[src/rtl/range_finder_pkg.sv]
// rtl/range_finder_pkg.sv - shared types and constants for the range finder
// Contents: state_t (IDLE/COLLECT/ERROR), DEFAULT_WIDTH sample width.
// Optional feature macro used by the slice: RANGE_FINDER_VALID_EN.
package range_finder_pkg;

    localparam int DEFAULT_WIDTH = 16;

    typedef enum logic [1:0] {
        IDLE    = 2'd0,
        COLLECT = 2'd1,
        ERROR   = 2'd2
    } state_t;

endpackage

[src/rtl/range_finder_if.sv]
// rtl/range_finder_if.sv - sample/strobe/result bundle of the range finder
// Signals: data_in, go, finish (source -> finder); range, debug_error and,
// with RANGE_FINDER_VALID_EN defined, range_valid (finder -> reader).
// Modports: master = sample source / result reader, slave = range_finder.
interface range_finder_if
    import range_finder_pkg::*;
#(
    parameter int WIDTH = DEFAULT_WIDTH
);
    logic [WIDTH-1:0] data_in;
    logic             go;
    logic             finish;
    logic [WIDTH-1:0] range;
    logic             debug_error;
`ifdef RANGE_FINDER_VALID_EN
    logic             range_valid;

    modport master (output data_in, go, finish, input range, debug_error, range_valid);
    modport slave  (input data_in, go, finish, output range, debug_error, range_valid);
`else
    modport master (output data_in, go, finish, input range, debug_error);
    modport slave  (input data_in, go, finish, output range, debug_error);
`endif

endinterface

[src/rtl/range_finder_bounds.sv]
// rtl/range_finder_bounds.sv - running high/low bounds of the captured samples
// Ports: clock, reset (async active-low), data_in, init (load both bounds with
// data_in), update (fold data_in into bounds), next_max/next_min (combinational
// max(high,data_in) / min(low,data_in), used for the bound update and range).
module range_finder_bounds
    import range_finder_pkg::*;
#(
    parameter int WIDTH = DEFAULT_WIDTH
) (
    input  logic             clock,
    input  logic             reset,
    input  logic [WIDTH-1:0] data_in,
    input  logic             init,
    input  logic             update,
    output logic [WIDTH-1:0] next_max,
    output logic [WIDTH-1:0] next_min
);

    logic [WIDTH-1:0] high_q;
    logic [WIDTH-1:0] low_q;

    assign next_max = (data_in > high_q) ? data_in : high_q;
    assign next_min = (data_in < low_q)  ? data_in : low_q;

    always_ff @(posedge clock or negedge reset) begin
        if (!reset) begin
            high_q <= '0;
            low_q  <= '1;
        end else if (init) begin
            high_q <= data_in;
            low_q  <= data_in;
        end else if (update) begin
            high_q <= next_max;
            low_q  <= next_min;
        end
    end

endmodule

[src/rtl/range_finder.sv]
// rtl/range_finder.sv - streaming max-min detector between go and finish strobes
// Ports: clock, reset (async active-low), bus (range_finder_if.slave):
// data_in/go/finish in, range/debug_error out, range_valid out only when
// RANGE_FINDER_VALID_EN is defined.
module range_finder
    import range_finder_pkg::*;
#(
    parameter int WIDTH = DEFAULT_WIDTH
) (
    input  logic           clock,
    input  logic           reset,
    range_finder_if.slave  bus
);

    state_t           state;
    state_t           next_state;
    logic             init;
    logic             update;
    logic             load;
    logic [WIDTH-1:0] next_max;
    logic [WIDTH-1:0] next_min;
    logic [WIDTH-1:0] range_q;
    logic             error_q;

    range_finder_bounds #(.WIDTH(WIDTH)) u_bounds (
        .clock    (clock),
        .reset    (reset),
        .data_in  (bus.data_in),
        .init     (init),
        .update   (update),
        .next_max (next_max),
        .next_min (next_min)
    );

    always_comb begin
        next_state = state;
        init       = 1'b0;
        update     = 1'b0;
        load       = 1'b0;
        case (state)
            IDLE: begin
                if (bus.finish) begin
                    next_state = ERROR;
                end else if (bus.go) begin
                    next_state = COLLECT;
                    init       = 1'b1;
                end
            end
            COLLECT: begin
                if (bus.go && bus.finish) begin
                    next_state = ERROR;
                end else if (bus.go) begin
                    init = 1'b1;
                end else if (bus.finish) begin
                    next_state = IDLE;
                    load       = 1'b1;
                end else begin
                    update = 1'b1;
                end
            end
            ERROR: begin
                if (bus.go && !bus.finish) begin
                    next_state = COLLECT;
                    init       = 1'b1;
                end
            end
            default: next_state = IDLE;
        endcase
    end

    // The finish sample is folded in through next_max/next_min, so the
    // difference can never underflow.
    always_ff @(posedge clock or negedge reset) begin
        if (!reset) begin
            state   <= IDLE;
            range_q <= '0;
            error_q <= 1'b0;
        end else begin
            state   <= next_state;
            error_q <= (next_state == ERROR);
            if (load) begin
                range_q <= next_max - next_min;
            end
        end
    end

    assign bus.range       = range_q;
    assign bus.debug_error = error_q;

`ifdef RANGE_FINDER_VALID_EN
    logic valid_q;

    always_ff @(posedge clock or negedge reset) begin
        if (!reset) begin
            valid_q <= 1'b0;
        end else begin
            valid_q <= load;
        end
    end

    assign bus.range_valid = valid_q;
`endif

endmodule

[src/flat_wrapper.sv]
// flat-port wrapper written by rule: the top's interface ports become plain ports
module range_finder_flat import range_finder_pkg::*;
#(
    parameter int WIDTH = DEFAULT_WIDTH
)
  (clock, reset, bus_data_in, bus_go, bus_finish, bus_range, bus_debug_error);
  range_finder_if #(.WIDTH(WIDTH)) bus_i ();
  input  logic clock;
  input  logic reset;
  input wire logic [$bits(bus_i.data_in)-1:0] bus_data_in;
  input wire logic [$bits(bus_i.go)-1:0] bus_go;
  input wire logic [$bits(bus_i.finish)-1:0] bus_finish;
  output wire logic [$bits(bus_i.range)-1:0] bus_range;
  output wire logic [$bits(bus_i.debug_error)-1:0] bus_debug_error;
  assign bus_i.data_in = bus_data_in;
  assign bus_i.go = bus_go;
  assign bus_i.finish = bus_finish;
  assign bus_range = bus_i.range;
  assign bus_debug_error = bus_i.debug_error;
  range_finder #(.WIDTH(WIDTH)) u_core (.clock(clock), .reset(reset), .bus(bus_i));
endmodule
[config.mk]
export PLATFORM = sky130hd
export DESIGN_NAME = range_finder_flat
export DESIGN_NICKNAME = d
export VERILOG_FILES = /design/src/rtl/range_finder_pkg.sv /design/src/rtl/range_finder_if.sv /design/src/rtl/range_finder_bounds.sv /design/src/rtl/range_finder.sv /design/src/flat_wrapper.sv
export SDC_FILE = /design/constraint.sdc
export NUM_CORES = 1
export LEC_CHECK = 0
export ABC_CLOCK_PERIOD_IN_PS = 5250
export BUFFER_PORTS_ARGS = -buffer_cell sky130_fd_sc_hd__buf_2
export CAP_MARGIN = 20
export CELL_PAD_IN_SITES_DETAIL_PLACEMENT = 0
export CELL_PAD_IN_SITES_GLOBAL_PLACEMENT = 1
export CORE_MARGIN = 5
export CORE_UTILIZATION = 42
export DETAILED_ROUTE_END_ITERATION = 10
export PLACE_DENSITY = 0.81
export SLEW_MARGIN = 20
export SYNTH_ARGS = -nofsm -noshare
export SYNTH_HDL_FRONTEND = slang
export SYNTH_SLANG_ARGS = --single-unit
[constraint.sdc]
create_clock -name clock -period 5.25 [get_ports clock]
set_clock_uncertainty 0.05 [all_clocks]
set_input_delay 1.05 -clock clock [delete_from_list [all_inputs] [get_ports clock]]
set_output_delay 1.05 -clock clock [all_outputs]
set_load 0.005 [all_outputs]
## After elaboration in Yosys (flattened, before gate mapping)

Index checks and enable logic that the tools add are counted.

| storage, ports and cells | value |
|---|---|
| bits in registers | 51 |
| bits of input ports | 20 |

| operators by class | value |
|---|---|
| add/subtract/negate cells | 1 |
| $lt $le $gt $ge | 2 |
| equality and inequality tests | 3 |
| multiplexer cells | 26 |
| reduce and logical (&&, ||, !) cells | 5 |

Operator list:

| operator | count |
|---|---|
| $mux W16 | 6 |
| $gt A16 B16 Y1 | 1 |
| $lt A16 B16 Y1 | 1 |
| $sub A16 B16 Y16 | 1 |
| $mux W1 | 12 |
| $mux W2 | 6 |
| $pmux W2 S3 | 1 |
| $eq A2 B2 Y1 const B | 2 |
| $pmux W1 S3 | 1 |
| $eq A2 B1 Y1 const B | 1 |
| $logic_and A1 B1 Y1 | 2 |
| $logic_not A2 Y1 | 1 |
| $reduce_bool A2 Y1 | 1 |
| $logic_not A1 Y1 | 1 |

## Depth between registers and ports, before layout

| logic depth | value |
|---|---|
| depth in word-level cells | 6 |
| mapped depth | 24 |
| gate-level depth less buffers | 20 |

## Hierarchy

From an unflattened synthesis, not the netlist that was laid out.

| unflattened totals | value |
|---|---|
| cell total of the unflattened synthesis | 407 |
| area total of the unflattened synthesis | 4,093.9 µm² |

Modules (own cells, without submodules):

| module | instances | cells each | area each (µm²) | sequential area each (µm²) |
|---|---|---|---|---|
| range_finder_bounds | 1 | 213 | 2,493.6 | 820.8 |
| range_finder | 1 | 194 | 1,600.3 | 475.5 |

## Worst setup path after synthesis

OpenSTA, ideal clock, no wires.

| timing path | value |
|---|---|
| path type | input-to-reg |
| from | in bus_data_in[15] |
| to | reg u_core.range_q[14] (netlist: u_core.bus.range[14]) |
| setup time | 126 ps |
| arrival time | 5,402 ps |
| path slack | -328 ps |
| cell stages on the path | 23 |
| path through | ha_1 -> nand4_2 -> or2_4 -> o21ba_2 -> clkbuf_1 -> nor3_2 -> buf_6 -> buf_6 -> clkbuf_1 -> nand2_1 -> o21ai_0 -> ha_1 -> inv_1 -> fa_1 -> nand2b_1 -> nor4_1 -> a311oi_1 -> nand3_1 -> nor3b_1 -> o311a_1 -> o21bai_4 -> o21ai_1 -> a221o_1 |

| on the way | value |
|---|---|
| word-level cells in the longest chain between the ends | 3 |
| elaborated cells between the ends (all ways) | 5 |

Ends and longest elaborated chain:

| what | RTL line | source |
|---|---|---|
| start, declared | flat_wrapper.sv:10 | `input wire logic [$bits(bus_i.data_in)-1:0] bus_data_in;` |
| $gt A16 B16 Y1 / $lt A16 B16 Y1 (equally long branches) | range_finder_bounds.sv:22, range_finder_bounds.sv:23 |  |
| $mux W16, on equally long branches | range_finder_bounds.sv:22, range_finder_bounds.sv:23 |  |
| $sub A16 B16 Y16 * | range_finder.sv:82 | `range_q <= next_max - next_min;` |
| end signal, assigned | range_finder.sv:82 |  |
| end, declared | range_finder.sv:22 | `logic [WIDTH-1:0] range_q;` |

Every way passes the cells marked *; elsewhere a longest branch is shown, timed or not.
A chain may end at the register's enable or synchronous reset.

## Final worst setup path

Same ends and word-level chain as after synthesis.

==> results.json <==
{
  "power_density_nw_per_um2": 465,
  "worst_slack_ns": 0.329,
  "setup.worst_path.start_class": "input port",
  "drv_slew": 0,
  "grt-ovfl-total": 0,
  "grtUsageMet2": 0.316,
  "ys_types": 77,
  "busiest_layer": "met2",
  "critPathSlowestCell": "nor4_2",
  "fmax_mhz": 203,
  "drt-vias-per-instance": 5.83,
  "hold_class": "reg2reg",
  "synthToLayoutAreaGrowth_pct": 13.5,
  "synth.cell_area_sq_um": 4540,
  "drt_wl_total_microns": 12700,
  "worst_pin_slew_ns": 0.727,
  "crit_path_start": "bus_data_in[15]",
  "path_cells": "buf_2, ha_1, nand4_1, nor4_2, o21ai_1, a31o_2, mux2i_1, ha_1, inv_1, fa_2, nand2b_1, nor4_1, a311oi_1, nand3_1, nor3b_1, o311a_1, o21bai_4, o21ai_1, a221o_1",
  "port_buffers": 36,
  "fp.coreArea_sq_um": 10700,
  "grt_pass1_wl_microns": 20800,
  "hold_buffers": 0,
  "r2r_cells": 19,
  "ant_nets": 0,
  "cp-endpoint": "u_core.bus.range[14]",
  "cts_root_buffer": "clkbuf_8",
  "r2r_start": "u_core.u_bounds.low_q[7]",
  "cts_tree": "built",
  "yosysSeqAreaShare": 0.286,
  "syn_nets": 597,
  "track_usage": 0.199,
  "outcome": "completed",
  "post-route-util": 0.481,
  "ys.flop_type": "dfrtp_1",
  "h-tree-depth": 2,
  "fin_area_sq_um": 5150,
  "cp_max_fo": 5,
  "clk_pin_slew_ns": 0.10,
  "synth_cells": 537,
  "start_util": 0.424,
  "rsz0062_at_grt": "false",
  "cp-end-kind": "register",
  "placed_area_sq_um": 5000,
  "fin_nets": 642,
  "worstReg2RegEnd": "u_core.bus.range[14]",
  "die_h_microns": 114,
  "grt_max_degree": 52,
  "period_needed_ns": 4.92,
  "drive_above_1_share": 0.213,
  "clk_latency_ns": 0.32,
  "diodes": 0,
  "cts_made_buffers": 5,
  "finalSetupViolCount": 0,
  "cts_num_sinks": 51,
  "use_met1": 0.275,
  "finalHoldViolations": 0,
  "cp_data_arrival_time_ns": 5.08,
  "drv_cap": 0,
  "gp_congestion": 0.855,
  "antenna_found_initial": 0,
  "dp_slack_ns": -0.0114,
  "hpwl_microns": 9410,
  "wire_per_inst_microns": 17.5,
  "tns_ns": 0,
  "vdd_drop_max_mv": 0.197,
  "die_x_microns": 114,
  "num_vias": 4216,
  "io_pins": 37,
  "drt_pass1_iterations": 6,
  "yosysWarnings": 0,
  "synth-seq-cells": 51,
  "detail_route.iter0.violations": 304,
  "row_count": 38,
  "async_reset_ff_frac": 1.00,
  "synth_edf_count": 0,
  "finalCritPeriodShare": 0.937,
  "crit_required_ns": 5.41,
  "path_class": "in2reg",
  "holdWs_ns": 0.420,
  "power.leakage_uw": 0.00233,
  "critical_path.max_stage_delay_ns": 0.40,
  "drc": 0,
  "die-area_sq_um": 13000,
  "reg2reg_slack_ns": 0.62,
  "whs_path_depth": 2,
  "avgSynthCellArea_sq_um": 8.45,
  "cts_buffer_depth": 2,
  "grt_pass1_vias": 4042,
  "worst_slew_margin_rel": 0.512,
  "grt_util_met3": 0.0292
}
==> area by class of cell <==
class	count	area, sq um
Timing Repair Buffer	64	394
Inverter	45	169
Clock buffer	6	72.6
Multi-Input combinational cell	415	2980
Sequential cell	51	1300
Fill cell	1069	5550
Clock inverter	2	60.1
Tap cell	140	175
==> worst min-delay path by stage <==
stage	startpoint	endpoint	slack, ns
6_report	u_core.bus.range[9]	u_core.bus.range[9]	0.42
5_1_grt	u_core.bus.range[9]	u_core.bus.range[9]	0.47
4_1_cts	u_core.bus.range[9]	u_core.bus.range[9]	0.43
3_5_place_dp	u_core.bus.range[9]	u_core.bus.range[9]	0.41
3_3_place_gp	u_core.bus.range[9]	u_core.bus.range[9]	0.40
2_1_floorplan	u_core.bus.range[9]	u_core.bus.range[9]	0.41
==> stage by stage <==
step / cells / power, uW
finish: 723 / 2400
global route: 723 / 2600
CTS: 722 / 2400
detailed placement: 714 / 2050
global placement: 714 / 2030
floorplan: 537 / 1620
==> cell usage after synthesis, types with 2 or more instances <==
cell type	instances	share of area
nand2b_1	3	0.0041
dfstp_2	16	0.093
a21boi_0	2	0.0033
maj3_1	2	0.0044
o21ai_1	6	0.0066
o2111ai_1	6	0.012
o31ai_1	5	0.0083
o21ai_0	53	0.058
clkbuf_1	18	0.015
mux2i_1	11	0.024
nor3_2	3	0.0066
buf_6	2	0.0050
a41oi_1	2	0.0039
nand4_1	7	0.0096
mux2_2	13	0.032
o211ai_2	2	0.0055
and4_1	2	0.0039
and2_1	3	0.0041
a21o_1	9	0.015
buf_2	4	0.0044
nor4_1	12	0.017
buf_1	2	0.0017
a31oi_1	4	0.0055
nand2_1	65	0.054
dfrtp_1	35	0.19
o22ai_1	2	0.0028
nor2b_1	2	0.0028
inv_1	45	0.037
o311a_1	2	0.0044
a31o_2	2	0.0039
a21oi_1	28	0.031
a311oi_1	6	0.012
xor2_1	8	0.015
a22o_1	2	0.0039
o41ai_1	6	0.012
ha_1	39	0.11
a211oi_1	5	0.0083
a2111oi_4	2	0.012
nor2_1	31	0.026
a221oi_1	2	0.0039
o41ai_2	2	0.0072
xnor2_1	12	0.023
nor3_1	7	0.0077
nand3_1	11	0.012
o21bai_1	4	0.0066
==> cell usage in the layout, fill, tap and decap left out, types with 3 or more instances in the layout <==
cell	n
mux2i_1	11
o31ai_1	5
o21bai_1	4
buf_2	36
o2111ai_1	6
nand2b_1	3
o21ai_0	53
nor2_1	30
dfrtp_1	35
o41ai_1	6
nand2_1	65
buf_4	27
nand4_1	7
clkbuf_8	5
inv_1	45
xor2_1	8
a21o_1	9
xnor2_1	12
mux2_2	13
ha_1	39
a31oi_1	4
dfstp_2	16
nand3_1	11
nor3_1	7
a21oi_1	28
nor4_1	11
a311oi_1	6
o21ai_1	6
a211oi_1	5
and2_1	3
==> flip-flops by register name, indices dropped and copies added (netlist names), named ones only <==
name,count
u_core.u_bounds.high_q,14
u_core.u_bounds.low_q,16
u_core.bus.range,16
u_core.bus.debug_error,1
u_core.state,2
==> report_power, final <==
group,internal (uW),leakage (uW),switching (uW)
Combinational,616,0.00167,839
Clock,191,0.0000654,144
Sequential,524,0.000596,81.6
==> cell families (layout without fill, tap and decap cells) <==
logic type,Yosys count,count (layout),share of synthesized area
AO/OA/AOI/OAI,174,174,0.273
AND/OR/NAND/NOR,155,155,0.166
buffers and inverters,71,117,0.0631
flip-flops,51,51,0.286
adder cells (fa/ha/maj),42,42,0.116
multiplexers,24,24,0.0565
XOR/XNOR,20,20,0.0386
==> repair_timing <==
item	CTS	global route
hold endpoints to repair	0	0
setup buffers	0	0
gates resized for setup	0	1
endpoints found under the setup margin	0	1
==> layer usage <==
layer,up-vias,wire (microns)
met3,27,654
met4,0,327
met5,-,0
met2,129,5700
li1,2073,-
met1,1987,5980
==> critical path, delay by kind of cell <==
family / cells / cell delay, ns
AO/OA/AOI/OAI: 7 / 1.72
AND/OR/NAND/NOR: 6 / 1.07
adder cells (fa/ha/maj): 3 / 0.89
buffers and inverters: 2 / 0.18
multiplexers: 1 / 0.16
No activity file was read; power rests on OpenSTA's default activity.
